### config.mk
export PLATFORM = sky130hd
export DESIGN_NAME = wb_copy_engine
export DESIGN_NICKNAME = d
export VERILOG_FILES = /design/src/rtl/copy_engine_pkg.sv /design/src/rtl/wb_master_port.sv /design/src/rtl/wb_copy_engine.sv
export SDC_FILE = /design/constraint.sdc
export NUM_CORES = 1
export LEC_CHECK = 0
export CORE_ASPECT_RATIO = 1.4
export CORE_MARGIN = 4
export CORE_UTILIZATION = 56
export DETAILED_ROUTE_END_ITERATION = 16
export GPL_TIMING_DRIVEN = 0
export PLACE_DENSITY = 0.92
export SYNTH_ARGS = -nofsm -noshare
export SYNTH_HDL_FRONTEND = slang
export SYNTH_SLANG_ARGS = --single-unit
### constraint.sdc
create_clock -name wb_clk_i -period 4.26 [get_ports wb_clk_i]
set_input_delay 0.852 -clock wb_clk_i [delete_from_list [all_inputs] [get_ports wb_clk_i]]
set_output_delay 0.852 -clock wb_clk_i [all_outputs]
set_load 0.02 [all_outputs]
### src/rtl/copy_engine_pkg.sv
// Shared types and result codes for the Wishbone block-copy engine.
package copy_engine_pkg;

  typedef enum logic [1:0] {
    IDLE = 2'd0,
    RD   = 2'd1,
    WR   = 2'd2,
    FIN  = 2'd3
  } state_e;

  localparam logic [1:0] ST_OK      = 2'd0;
  localparam logic [1:0] ST_BUSERR  = 2'd1;
  localparam logic [1:0] ST_TIMEOUT = 2'd2;
  localparam logic [1:0] ST_ABORT   = 2'd3;

endpackage

### src/rtl/wb_master_port.sv
// Runs one Wishbone classic read or write with timeout and abort; the response is registered
// so the bus is always idle for the cycle in which the sequencer sees it.
module wb_master_port
  import copy_engine_pkg::*;
#(
  parameter int AW      = 16,
  parameter int DW      = 32,
  parameter int TIMEOUT = 255
) (
  input  logic          clk_i,
  input  logic          rst_ni,
  input  logic          req_i,
  input  logic          req_we_i,
  input  logic [AW-1:0] req_adr_i,
  input  logic [DW-1:0] req_dat_i,
  input  logic          abort_i,
  output logic          rsp_valid_o,
  output logic [1:0]    rsp_code_o,
  output logic          rsp_ack_o,
  output logic [DW-1:0] rdata_o,
  output logic [AW-1:0] wb_adr_o,
  output logic [DW-1:0] wb_dat_o,
  input  logic [DW-1:0] wb_dat_i,
  output logic          wb_we_o,
  output logic          wb_cyc_o,
  output logic          wb_stb_o,
  input  logic          wb_ack_i,
  input  logic          wb_err_i
);

  localparam int TW = (TIMEOUT < 2) ? 1 : $clog2(TIMEOUT);

  logic          cyc_q, cyc_d, we_q, we_d;
  logic [AW-1:0] adr_q, adr_d;
  logic [DW-1:0] dat_q, dat_d, rdata_q, rdata_d;
  logic [TW-1:0] tmo_q, tmo_d;
  logic          rsp_valid_q, rsp_valid_d, rsp_ack_q, rsp_ack_d;
  logic [1:0]    rsp_code_q, rsp_code_d;

  always_comb begin
    cyc_d       = cyc_q;
    we_d        = we_q;
    adr_d       = adr_q;
    dat_d       = dat_q;
    rdata_d     = rdata_q;
    tmo_d       = tmo_q;
    rsp_valid_d = 1'b0;
    rsp_ack_d   = 1'b0;
    rsp_code_d  = rsp_code_q;
    if (cyc_q) begin
      // err beats ack; an ack that coincides with abort still completes the transfer
      if (wb_err_i) begin
        cyc_d       = 1'b0;
        rsp_valid_d = 1'b1;
        rsp_code_d  = ST_BUSERR;
      end else if (wb_ack_i) begin
        cyc_d       = 1'b0;
        rsp_valid_d = 1'b1;
        rsp_ack_d   = 1'b1;
        rsp_code_d  = abort_i ? ST_ABORT : ST_OK;
        if (!we_q) rdata_d = wb_dat_i;
      end else if (abort_i) begin
        cyc_d       = 1'b0;
        rsp_valid_d = 1'b1;
        rsp_code_d  = ST_ABORT;
      end else if (tmo_q == '0) begin
        cyc_d       = 1'b0;
        rsp_valid_d = 1'b1;
        rsp_code_d  = ST_TIMEOUT;
      end else begin
        tmo_d = tmo_q - 1'b1;
      end
    end else if (req_i) begin
      cyc_d = 1'b1;
      we_d  = req_we_i;
      adr_d = req_adr_i;
      dat_d = req_dat_i;
      tmo_d = TW'(TIMEOUT - 1);
    end
  end

  always_ff @(posedge clk_i or negedge rst_ni) begin
    if (!rst_ni) begin
      cyc_q       <= 1'b0;
      we_q        <= 1'b0;
      adr_q       <= '0;
      dat_q       <= '0;
      rdata_q     <= '0;
      tmo_q       <= '0;
      rsp_valid_q <= 1'b0;
      rsp_ack_q   <= 1'b0;
      rsp_code_q  <= ST_OK;
    end else begin
      cyc_q       <= cyc_d;
      we_q        <= we_d;
      adr_q       <= adr_d;
      dat_q       <= dat_d;
      rdata_q     <= rdata_d;
      tmo_q       <= tmo_d;
      rsp_valid_q <= rsp_valid_d;
      rsp_ack_q   <= rsp_ack_d;
      rsp_code_q  <= rsp_code_d;
    end
  end

  assign wb_cyc_o    = cyc_q;
  assign wb_stb_o    = cyc_q;
  assign wb_we_o     = we_q;
  assign wb_adr_o    = adr_q;
  assign wb_dat_o    = dat_q;
  assign rsp_valid_o = rsp_valid_q;
  assign rsp_ack_o   = rsp_ack_q;
  assign rsp_code_o  = rsp_code_q;
  assign rdata_o     = rdata_q;

endmodule

### src/rtl/wb_copy_engine.sv
// Wishbone block-copy master: sequences read/write word pairs through wb_master_port.
// Command handshake: a command transfers on the clock edge where cmd_valid && cmd_ready.
module wb_copy_engine
  import copy_engine_pkg::*;
#(
  parameter int AW      = 16,
  parameter int DW      = 32,
  parameter int LW      = 12,
  parameter int TIMEOUT = 255
) (
  input  logic            wb_clk_i,
  input  logic            wb_reset_ni,
  input  logic            cmd_valid,
  output logic            cmd_ready,
  input  logic [AW-1:0]   cmd_src,
  input  logic [AW-1:0]   cmd_dst,
  input  logic [LW-1:0]   cmd_len,
  input  logic            abort,
  output logic            busy,
  output logic            done,
  output logic [1:0]      status,
  output logic [LW-1:0]   words_done,
  output logic [AW-1:0]   wb_adr_o,
  output logic [DW-1:0]   wb_dat_o,
  input  logic [DW-1:0]   wb_dat_i,
  output logic            wb_we_o,
  output logic [DW/8-1:0] wb_sel_o,
  output logic            wb_cyc_o,
  output logic            wb_stb_o,
  input  logic            wb_ack_i,
  input  logic            wb_err_i,
  output state_e          dbg_state_o
);

  state_e        state_q, state_d;
  logic [AW-1:0] src_q, src_d, dst_q, dst_d;
  logic [LW-1:0] len_q, len_d, words_q, words_d;
  logic [1:0]    status_q, status_d;
  logic          done_q, busy_q, ready_q;

  logic          req, req_we, rsp_valid, rsp_ack;
  logic [AW-1:0] req_adr;
  logic [1:0]    rsp_code;
  logic [DW-1:0] rdata;

  always_comb begin
    state_d  = state_q;
    src_d    = src_q;
    dst_d    = dst_q;
    len_d    = len_q;
    words_d  = words_q;
    status_d = status_q;
    req      = 1'b0;
    req_we   = 1'b0;
    req_adr  = src_q;
    unique case (state_q)
      IDLE: begin
        if (cmd_valid && ready_q) begin
          src_d    = cmd_src;
          dst_d    = cmd_dst;
          len_d    = cmd_len;
          words_d  = '0;
          status_d = ST_OK;
          if (cmd_len == '0) begin
            state_d = FIN;
          end else begin
            state_d = RD;
            req     = 1'b1;
            req_adr = cmd_src;
          end
        end
      end
      RD: begin
        if (rsp_valid) begin
          if (rsp_code != ST_OK) begin
            status_d = rsp_code;
            state_d  = FIN;
          end else if (abort) begin
            status_d = ST_ABORT;
            state_d  = FIN;
          end else begin
            req     = 1'b1;
            req_we  = 1'b1;
            req_adr = dst_q;
            state_d = WR;
          end
        end
      end
      WR: begin
        if (rsp_valid) begin
          // an acknowledged write counts even when abort arrived with it
          if (rsp_ack) begin
            words_d = words_q + 1'b1;
            src_d   = src_q + 1'b1;
            dst_d   = dst_q + 1'b1;
            len_d   = len_q - 1'b1;
          end
          if (rsp_code != ST_OK) begin
            status_d = rsp_code;
            state_d  = FIN;
          end else if (abort) begin
            status_d = ST_ABORT;
            state_d  = FIN;
          end else if (len_q == LW'(1)) begin
            state_d = FIN;
          end else begin
            req     = 1'b1;
            req_adr = src_q + 1'b1;
            state_d = RD;
          end
        end
      end
      FIN: state_d = IDLE;
      default: state_d = IDLE;
    endcase
  end

  always_ff @(posedge wb_clk_i or negedge wb_reset_ni) begin
    if (!wb_reset_ni) begin
      state_q  <= IDLE;
      src_q    <= '0;
      dst_q    <= '0;
      len_q    <= '0;
      words_q  <= '0;
      status_q <= ST_OK;
      done_q   <= 1'b0;
      busy_q   <= 1'b0;
      ready_q  <= 1'b1;
    end else begin
      state_q  <= state_d;
      src_q    <= src_d;
      dst_q    <= dst_d;
      len_q    <= len_d;
      words_q  <= words_d;
      status_q <= status_d;
      done_q   <= (state_d == FIN);
      busy_q   <= (state_d != IDLE);
      ready_q  <= (state_d == IDLE);
    end
  end

  wb_master_port #(
    .AW(AW), .DW(DW), .TIMEOUT(TIMEOUT)
  ) u_port (
    .clk_i      (wb_clk_i),
    .rst_ni     (wb_reset_ni),
    .req_i      (req),
    .req_we_i   (req_we),
    .req_adr_i  (req_adr),
    .req_dat_i  (rdata),
    .abort_i    (abort),
    .rsp_valid_o(rsp_valid),
    .rsp_code_o (rsp_code),
    .rsp_ack_o  (rsp_ack),
    .rdata_o    (rdata),
    .wb_adr_o   (wb_adr_o),
    .wb_dat_o   (wb_dat_o),
    .wb_dat_i   (wb_dat_i),
    .wb_we_o    (wb_we_o),
    .wb_cyc_o   (wb_cyc_o),
    .wb_stb_o   (wb_stb_o),
    .wb_ack_i   (wb_ack_i),
    .wb_err_i   (wb_err_i)
  );

  assign wb_sel_o    = '1;
  assign cmd_ready   = ready_q;
  assign busy        = busy_q;
  assign done        = done_q;
  assign status      = status_q;
  assign words_done  = words_q;
  assign dbg_state_o = state_q;

endmodule

==> results.py, run 1 <==
metrics = {
    "logic_synthesis": {
        "postSynth.asyncResetShare_pct": 100,
        "yosys-top-cells-area": "dfrtp_1 (50%), nand2_1 (7.8%), mux2_2 (4.8%)",
        "syn_inst": 814,
        "synth_largest_area_cell": "dfrtp_1",
        "ys_warn_count": 0,
        "yosysUniqueCellTypes": 72,
        "yosysTopAreaCellShare_pct": 50.0,
        "synth_area_um2": 7810,
        "synth_seq_cells": 157,
        "syn_avg_cell_area_um2": 9.59,
        "synth_ff_type": "dfrtp_1",
        "synth_edf_count": 0,
        "seq_area_frac_synth_pct": 50.3,
    },
    "place": {
        "placed_cell_area_um2": 9590,
        "dp_slack_ns": 0.677,
        "placedCellCount": 1151,
        "gp_routability_congestion": 0.957,
        "hpwl_um": 17400,
        "port_buffers": 151,
    },
    "floorplanning": {
        "die_height_um": 148,
        "pin_count": 156,
        "die_w_um": 108,
        "dieArea_um2": 15900,
        "core-area_um2": 13500,
        "start_util_pct": 57.8,
        "row_count": 50,
    },
    "worst_setup_path": {
        "rr_worst_depth": 9,
        "endpoint_kind": "flip-flop",
        "cp-start-kind": "input port",
        "cp.required_ns": 4.55,
        "timing.rr.end": "src_q[0]$_DFFE_PN0P_",
        "reg2reg_from": "dbg_state_o[0]$_DFF_PN0_",
        "critPathArrivalTime_ns": 3.62,
        "r2r_slack_ns": 1.25,
        "cp_max_fo": 9,
        "critical_path_class": "input port to flip-flop",
    },
    "drt": {
        "drt_wl_total_um": 25500,
        "vias": 7411,
        "wire_per_inst_um": 21.5,
        "drc": 0,
        "drt_pass1_iterations": 6,
        "avgViaCountPerCell": 6.26,
        "final_antenna_net_count": 0,
        "drt_iter0_markers": 804,
    },
    "global_routing": {
        "grtUsageTotal_pct": 32.9,
        "grt_pass1_vias": 7777,
        "grt_pass1_wl_um": 40700,
        "antenna_found_initial": 0,
        "grt_max_degree": 101,
        "gr-total-overflow": 0,
    },
    "timing": {
        "setup_viol": 0,
        "maxSlewViolCount": 0,
        "rsz0062_at_grt": "no",
        "relSlewSlack_pct": 34.2,
        "fmax_mhz": 300,
        "fin_crit_sh_pct": 78.1,
        "clock_skew_ns": 0.0101,
        "holdWs_ns": 0.376,
        "period_needed_ns": 3.33,
        "tightest_slew_ns": 0.983,
        "hold_violations": 0,
        "setup_ws_ns": 0.932,
    },
    "clocking": {
        "numCtsBuffers": 17,
        "cts_setup_buffers": 0,
        "clock_sinks": 157,
        "cts_resized": 0,
        "cts_tree": "yes",
        "clockBufferDepth": 2,
        "cts_hold_buf": 0,
        "clockRootBuffer": "clkbuf_16",
        "path_clk_slew_ns": 0.07,
        "worstSkewPairLatency_ns": 0.44,
        "htreeDepth": 4,
    },
    "power_and_ir_drop": {
        "p_per_area_nw_per_um2": 726,
        "peakVddDrop_mv": 0.450,
        "p_leak_nw": 4.31,
        "power_mw": 7.39,
    },
    "cells_and_area": {
        "final_area_um2": 10200,
        "drive_gt1_share_pct": 10.1,
        "syn_to_final_growth_pct": 30.3,
        "fin_cells": 1184,
        "final_nets": 1081,
    },
    "flow_run": {
        "maxCapViolCount": 0,
    },
    "outcome": {
        "status": "completed",
    },
    "hold_path": {
        "hold_path.class": "input port to asynchronous set/reset pin",
    },
}
state kept, by name, indices dropped and copies added (netlist names), 2 cells and up:
register / flops
dbg_state_o: 2
dst_q: 16
len_q: 12
src_q: 16
status: 2
u_port.rdata_o: 32
u_port.rsp_code_o: 2
u_port.tmo_q: 8
u_port.wb_adr_o: 16
u_port.wb_dat_o: 32
words_done: 12
stage by stage:
stage                     utilization [%]  setup TNS (ns)
final                                75.3               0
after global routing                 75.3               0
after CTS                            75.3               0
after detailed placement             71.0               0
after global placement               70.7         -607.01
after floorplan                         -               0
cell families after synthesis:
kind of cell	count (synthesis)	share of synthesized area [%]
other cells	1	0.0480
xor+xnor	25	2.80
simple gates	318	18.7
fa+ha+maj	11	1.76
mux	40	5.66
flops	157	50.3
compound gates	192	16.4
buf+inv	70	4.26
metal layers:
| metal | vias to the layer above | global-route usage [%] | part of all wire [%] |
|---|---|---|---|
| met5 | - | 0 | 0 |
| met4 | 0 | 18.8 | 5.8 |
| met3 | 122 | 11.2 | 10 |
| met2 | 460 | 54.7 | 49 |
| met1 | 3572 | 36.3 | 35 |
| li1 | 3257 | - | - |
where the power goes:
| group | switching, mW | internal (mW) |
|---|---|---|
| combinational | 1.91 | 1.31 |
| sequential | 0.546 | 2.09 |
| clock | 0.698 | 0.831 |
area by class of cell:
cell class	count	area (um^2)
Sequential cell	157	3930
Multi-Input combinational cell	590	3560
Fill cell	908	3340
Timing Repair Buffer	152	1540
Clock buffer	18	429
Buffer	49	254
Tap cell	182	228
Clock inverter	14	153
Inverter	21	78.8
Antenna cell	1	2.50
worst max path at each step:
stage,startpoint,slack (ns),depth (start not counted),endpoint
finish,abort,0.93,8,u_port.wb_adr_o[8]$_DFFE_PN0P_
detailed placement,abort,0.68,8,u_port.wb_adr_o[8]$_DFFE_PN0P_
floorplan,abort,1.77,7,u_port.wb_adr_o[8]$_DFFE_PN0P_
global placement,wb_reset_ni,-3.89,1,len_q[1]$_DFFE_PN0P_
CTS,abort,1.10,8,u_port.wb_adr_o[8]$_DFFE_PN0P_
global route,abort,0.82,8,u_port.wb_adr_o[8]$_DFFE_PN0P_
cells in the final DEF (no fill, tap or decap), types with 6 or more instances in the layout:
master / count
nor2_1: 43
a221oi_1: 11
buf_1: 6
and3_1: 9
xor2_1: 17
clkbuf_1: 26
mux2_2: 33
or3_1: 10
a222oi_1: 9
ha_1: 11
nor3_1: 17
nand3_1: 28
o21ai_0: 53
a21oi_1: 48
o22ai_1: 11
dfrtp_1: 156
mux2i_1: 7
nand4_1: 13
a22oi_1: 15
nand2_1: 162
inv_1: 20
buf_4: 7
xnor2_1: 8
buf_2: 7
clkdlybuf4s50_1: 150
clkbuf_16: 17
nor4_1: 7
worst max-delay path, stage by stage:
cell	delay, ns
clkdlybuf4s50_1	0.53
or4b_1	0.57
clkbuf_1	0.18
a21oi_1	0.17
nand2_1	0.30
a21o_2	0.38
a221oi_1	0.50
o21ai_0	0.14
synth_stat cells (11+ instances only):
cell type and number:
mux2_2 33, nand2_1 162, nand4_1 13, a22oi_1 15, o21ai_0 53, nor3_1 17, ha_1 11, clkbuf_1 25
a21oi_1 48, xor2_1 17, nor2_1 43, a221oi_1 11, dfrtp_1 156, nand3_1 28, inv_1 20, o22ai_1 11
Power figures use the tool's default switching activity.
==> run 2, diff against run 1 <==
--- a/config.mk
+++ b/config.mk
@@ -7,10 +7,10 @@
 export LEC_CHECK = 0
 export CORE_ASPECT_RATIO = 1.4
 export CORE_MARGIN = 4
-export CORE_UTILIZATION = 56
+export CORE_UTILIZATION = 52
 export DETAILED_ROUTE_END_ITERATION = 16
 export GPL_TIMING_DRIVEN = 0
-export PLACE_DENSITY = 0.92
+export PLACE_DENSITY = 0.86
 export SYNTH_ARGS = -nofsm -noshare
 export SYNTH_HDL_FRONTEND = slang
 export SYNTH_SLANG_ARGS = --single-unit
==> constraint.sdc (replaced) <==
create_clock -name wb_clk_i -period 3.45 [get_ports wb_clk_i]
set_input_delay 0.69 -clock wb_clk_i [delete_from_list [all_inputs] [get_ports wb_clk_i]]
set_output_delay 0.69 -clock wb_clk_i [all_outputs]
set_load 0.02 [all_outputs]
==> results.py, run 2 (same netlist as run 1, synthesis figures left out) <==
metrics = {
    "outcome": {
        "status": "completed",
    },
    "worst_setup_path": {
        "endpoint_kind": "flip-flop",
        "cp-start-kind": "input port",
        "cpMaxStageDelayCell": "or4b_1",
        "critical_path_class": "input port to flip-flop",
        "cp_max_fo": 9,
        "critPathArrivalTime_ns": 3.39,
        "crit_family": "compound AO/OA/AOI/OAI gates",
        "cp.buffers_inverters": 2,
        "cp.required_ns": 3.75,
        "r2r_slack_ns": 0.38,
        "slowest_delay_ns": 0.55,
        "path_cells": "clkdlybuf4s50_1 > or4b_1 > clkbuf_1 > a21oi_1 > nand2_1 > a21o_2 > a221oi_1 > o21ai_0",
    },
    "timing": {
        "clock_skew_ns": 0.0119,
        "maxSlewViolCount": 0,
        "tightest_slew_ns": 0.841,
        "setup_viol": 0,
        "holdWs_ns": 0.221,
        "rsz0062_at_grt": "no",
        "fin_crit_sh_pct": 89.7,
        "relSlewSlack_pct": 43.8,
        "hold_violations": 0,
        "period_needed_ns": 3.10,
        "fmax_mhz": 323,
        "setup_ws_ns": 0.355,
    },
    "clocking": {
        "cts_hold_buf": 0,
        "numCtsBuffers": 17,
        "cts_resized": 0,
        "htreeDepth": 4,
        "worstSkewPairLatency_ns": 0.43,
        "cts_tree": "yes",
        "cts_setup_buffers": 0,
        "clockRootBuffer": "clkbuf_16",
        "path_clk_slew_ns": 0.07,
        "clockBufferDepth": 2,
        "clock_sinks": 157,
    },
    "cells_and_area": {
        "num-fill-cells": 1089,
        "syn_to_final_growth_pct": 30.5,
        "diodes": 0,
        "layout_common_cells": "nand2_1 (162), dfrtp_1 (156), clkdlybuf4s50_1 (150)",
        "fin_cells": 1190,
        "final_nets": 1081,
        "final_common_cell": "nand2_1",
        "drive_gt1_share_pct": 10.2,
    },
    "floorplanning": {
        "pin_count": 156,
        "core-area_um2": 14600,
        "die_w_um": 112,
        "row_count": 52,
        "start_util_pct": 53.6,
        "dieArea_um2": 17100,
        "die_height_um": 153,
    },
    "drt": {
        "wire_per_inst_um": 20.3,
        "drt_wl_total_um": 24100,
        "drt_pass1_iterations": 6,
        "drt_iter0_markers": 657,
        "avgViaCountPerCell": 6.03,
        "final_antenna_net_count": 0,
        "vias": 7173,
        "drc": 0,
    },
    "global_routing": {
        "antenna_found_initial": 0,
        "grt_max_degree": 100,
        "grtUsageTotal_pct": 28.3,
        "grt_pass1_wl_um": 38600,
        "gr-total-overflow": 0,
        "grt_pass1_vias": 7483,
    },
    "place": {
        "port_buffers": 151,
        "gp_routability_congestion": 0.928,
        "dp_slack_ns": -0.00575,
        "placedCellCount": 1158,
        "hpwl_um": 16900,
    },
    "power_and_ir_drop": {
        "p_leak_nw": 4.31,
        "p_per_area_nw_per_um2": 884,
        "peakVddDrop_mv": 0.651,
        "power_mw": 9.01,
    },
    "flow_run": {
        "maxCapViolCount": 0,
    },
    "hold_path": {
        "hold_path.class": "input port to asynchronous set/reset pin",
    },
}
-- run 2: worst paths after layout --
kind | cells after the start | endpoint | start
max in group asynchronous | 2 | u_port.wb_adr_o[11]$_DFFE_PN0P_ | wb_reset_ni
setup reg to reg | 9 | len_q[11]$_DFFE_PN0P_ | dbg_state_o[1]$_DFF_PN0_
hold reg to reg | 2 | u_port.wb_dat_o[27]$_DFFE_PN0P_ | u_port.rdata_o[27]$_DFFE_PN0P_
min in group wb_clk_i | 2 | u_port.wb_dat_o[27]$_DFFE_PN0P_ | u_port.rdata_o[27]$_DFFE_PN0P_
setup / recovery | 8 | u_port.wb_adr_o[8]$_DFFE_PN0P_ | abort
hold / removal | 1 | len_q[11]$_DFFE_PN0P_ | wb_reset_ni
-- run 2: metal layers --
metal | wire length [um] | up-vias | GRT usage, %
met1 | 8680 | 3418 | 31.8
met2 | 11800 | 409 | 47.8
met3 | 2440 | 95 | 9.53
met4 | 1220 | 0 | 14.5
met5 | 0 | - | 0
li1 | - | 3251 | -
-- run 2: power by group --
| group | switching [mW] | internal, mW |
|---|---|---|
| logic | 2.29 | 1.62 |
| registers | 0.645 | 2.58 |
| clock network | 0.899 | 0.977 |
| total | 3.84 | 5.17 |
-- run 2: final cells by class --
type / count / area (um^2) / share of cell area, %
Buffer: 49 / 254 / 2.49
Tap cell: 189 / 236 / 2.32
Sequential cell: 157 / 3930 / 38.6
Inverter: 21 / 78.8 / 0.774
Clock inverter: 15 / 168 / 1.65
Clock buffer: 17 / 425 / 4.17
Timing Repair Buffer: 152 / 1540 / 15.1
Multi-Input combinational cell: 590 / 3560 / 34.9
-- run 2: through the flow --
| stage | instance area (um^2) | util (%) | TNS (ns) |
|---|---|---|---|
| CTS | 10200 | 69.9 | 0 |
| floorplan | 7820 | - | 0 |
| global placement | 9570 | 65.7 | -722.50 |
| global route | 10200 | 69.9 | 0 |
| detailed placement | 9600 | 65.8 | -0.00575 |
| finish | 10200 | 69.9 | 0 |
==> RTL change (settings of run 2) <==
The parameter `LW` goes from 12 to 14.
--- a/src/rtl/wb_copy_engine.sv
+++ b/src/rtl/wb_copy_engine.sv
@@ -5,7 +5,7 @@
 #(
   parameter int AW      = 16,
   parameter int DW      = 32,
-  parameter int LW      = 12,
+  parameter int LW      = 14,
   parameter int TIMEOUT = 255
 ) (
   input  logic            wb_clk_i,
Interface: changed (resized cmd_len and words_done); port bits go from 156 to 160. No check against the original RTL was run, so the function may have changed too.
==> RTL change against run 2 <==
Cell count increased by 2.3%; worst hold slack got worse by 0.00074 ns; total power increased by 16%; largest power group unchanged; sequential cell count increased by 4; area after synthesis increased by 7.6%; setup slack got worse by 0.14 ns; critical path depth decreased by 1; via count increased by 6.5%; final area increased by 6.2%; wire length increased by 4.3%.
==> RTL change: results (changes against run 2) <==
DP HPWL -> 18,400 um (+8.7%)
Reg2reg start -> dbg_state_o[0]
Die width -> 115 um (+3.4%)
Worst Setup EP -> u_port.wb_adr_o[1]
Flop-to-flop setup slack -> 0.26 ns (-0.12 ns)
Fillers -> 1,227 (+13%)
Met1 GRT Util -> 32.2% (+0.37 points)
Tcrit/Tclk final -> 93.7% (+4.0 points)
Multi-input gate area -> 4000 sq um (+12%)
Crit Path Max Fanout -> 10 (+1)
Non-CTS inverters -> 18 (-14%)
Share of cells above drive strength 1 -> 14.1% (+3.9 points)
GRT met2 Usage -> 46.0% (-1.8 points)
Largest net degree at the start of global routing -> 83 (-17%)
Clock-cell share -> 5.42% (-0.40 points)
Final hold slack -> 0.220 ns (-0.000738 ns)
Seq/Total Area, Yosys -> 48.0% (-2.3 points)
Buffering overhead -> 17.5% (-0.088 points)
1st-iter DRT viols -> 744 (+13%)
PortBufs -> 155 (+2.6%)
FF-to-FF End -> len_q[1]
NetSw -> 4420 uW (+15%)
Syn Area/Cell -> 10.1 sq um (+5.4%)
Synth cell types -> 76 (+5.6%)
Clk_buf instances -> 21 (+4)
Least-Margin Pin Slew -> 0.833 ns (-0.00757 ns)
Pwr Density -> 963 nW/um^2 (+8.9%)
First-pass GRT wire length -> 39,600 um (+2.6%)
Status -> complete, no violations
Flops & latches, synth -> 161 (+2.5%)
DR pass1 iterations -> 7 (+1)
Crit-path max cell delay -> 0.77 ns (+0.22 ns)
M1 wire length -> 8990 um (+3.5%)
RTL change: changes by cell type in the layout (fill, tap and decap cells not counted), moves of 9 or more:
cell,change
mux2i_1,+9
a31oi_1,+9
clkbuf_1,+15
mux2_2,+35
nor4_1,+16
o22ai_1,+11
nand2_1,-99
buf_2,+14
a21oi_1,+11
RTL change: critical path: cells and delay by family:
kind	cells	cell delay, ns
compound gates	3	0.67
buf+inv	2	0.83
simple gates	2	1.32
RTL change: logic make-up (layout without fill, tap and decap cells):
| family | after synthesis | in the layout | share of synthesized area, % |
|---|---|---|---|
| simple gates | 249 | 249 | 15.6 |
| compound gates | 220 | 220 | 17.4 |
| flops | 161 | 161 | 48.0 |
| buf+inv | 88 | 275 | 4.53 |
| mux | 85 | 85 | 11.2 |
| xor+xnor | 16 | 16 | 1.67 |
| fa+ha+maj | 11 | 11 | 1.64 |
| other cells | 1 | 4 | 0.0446 |
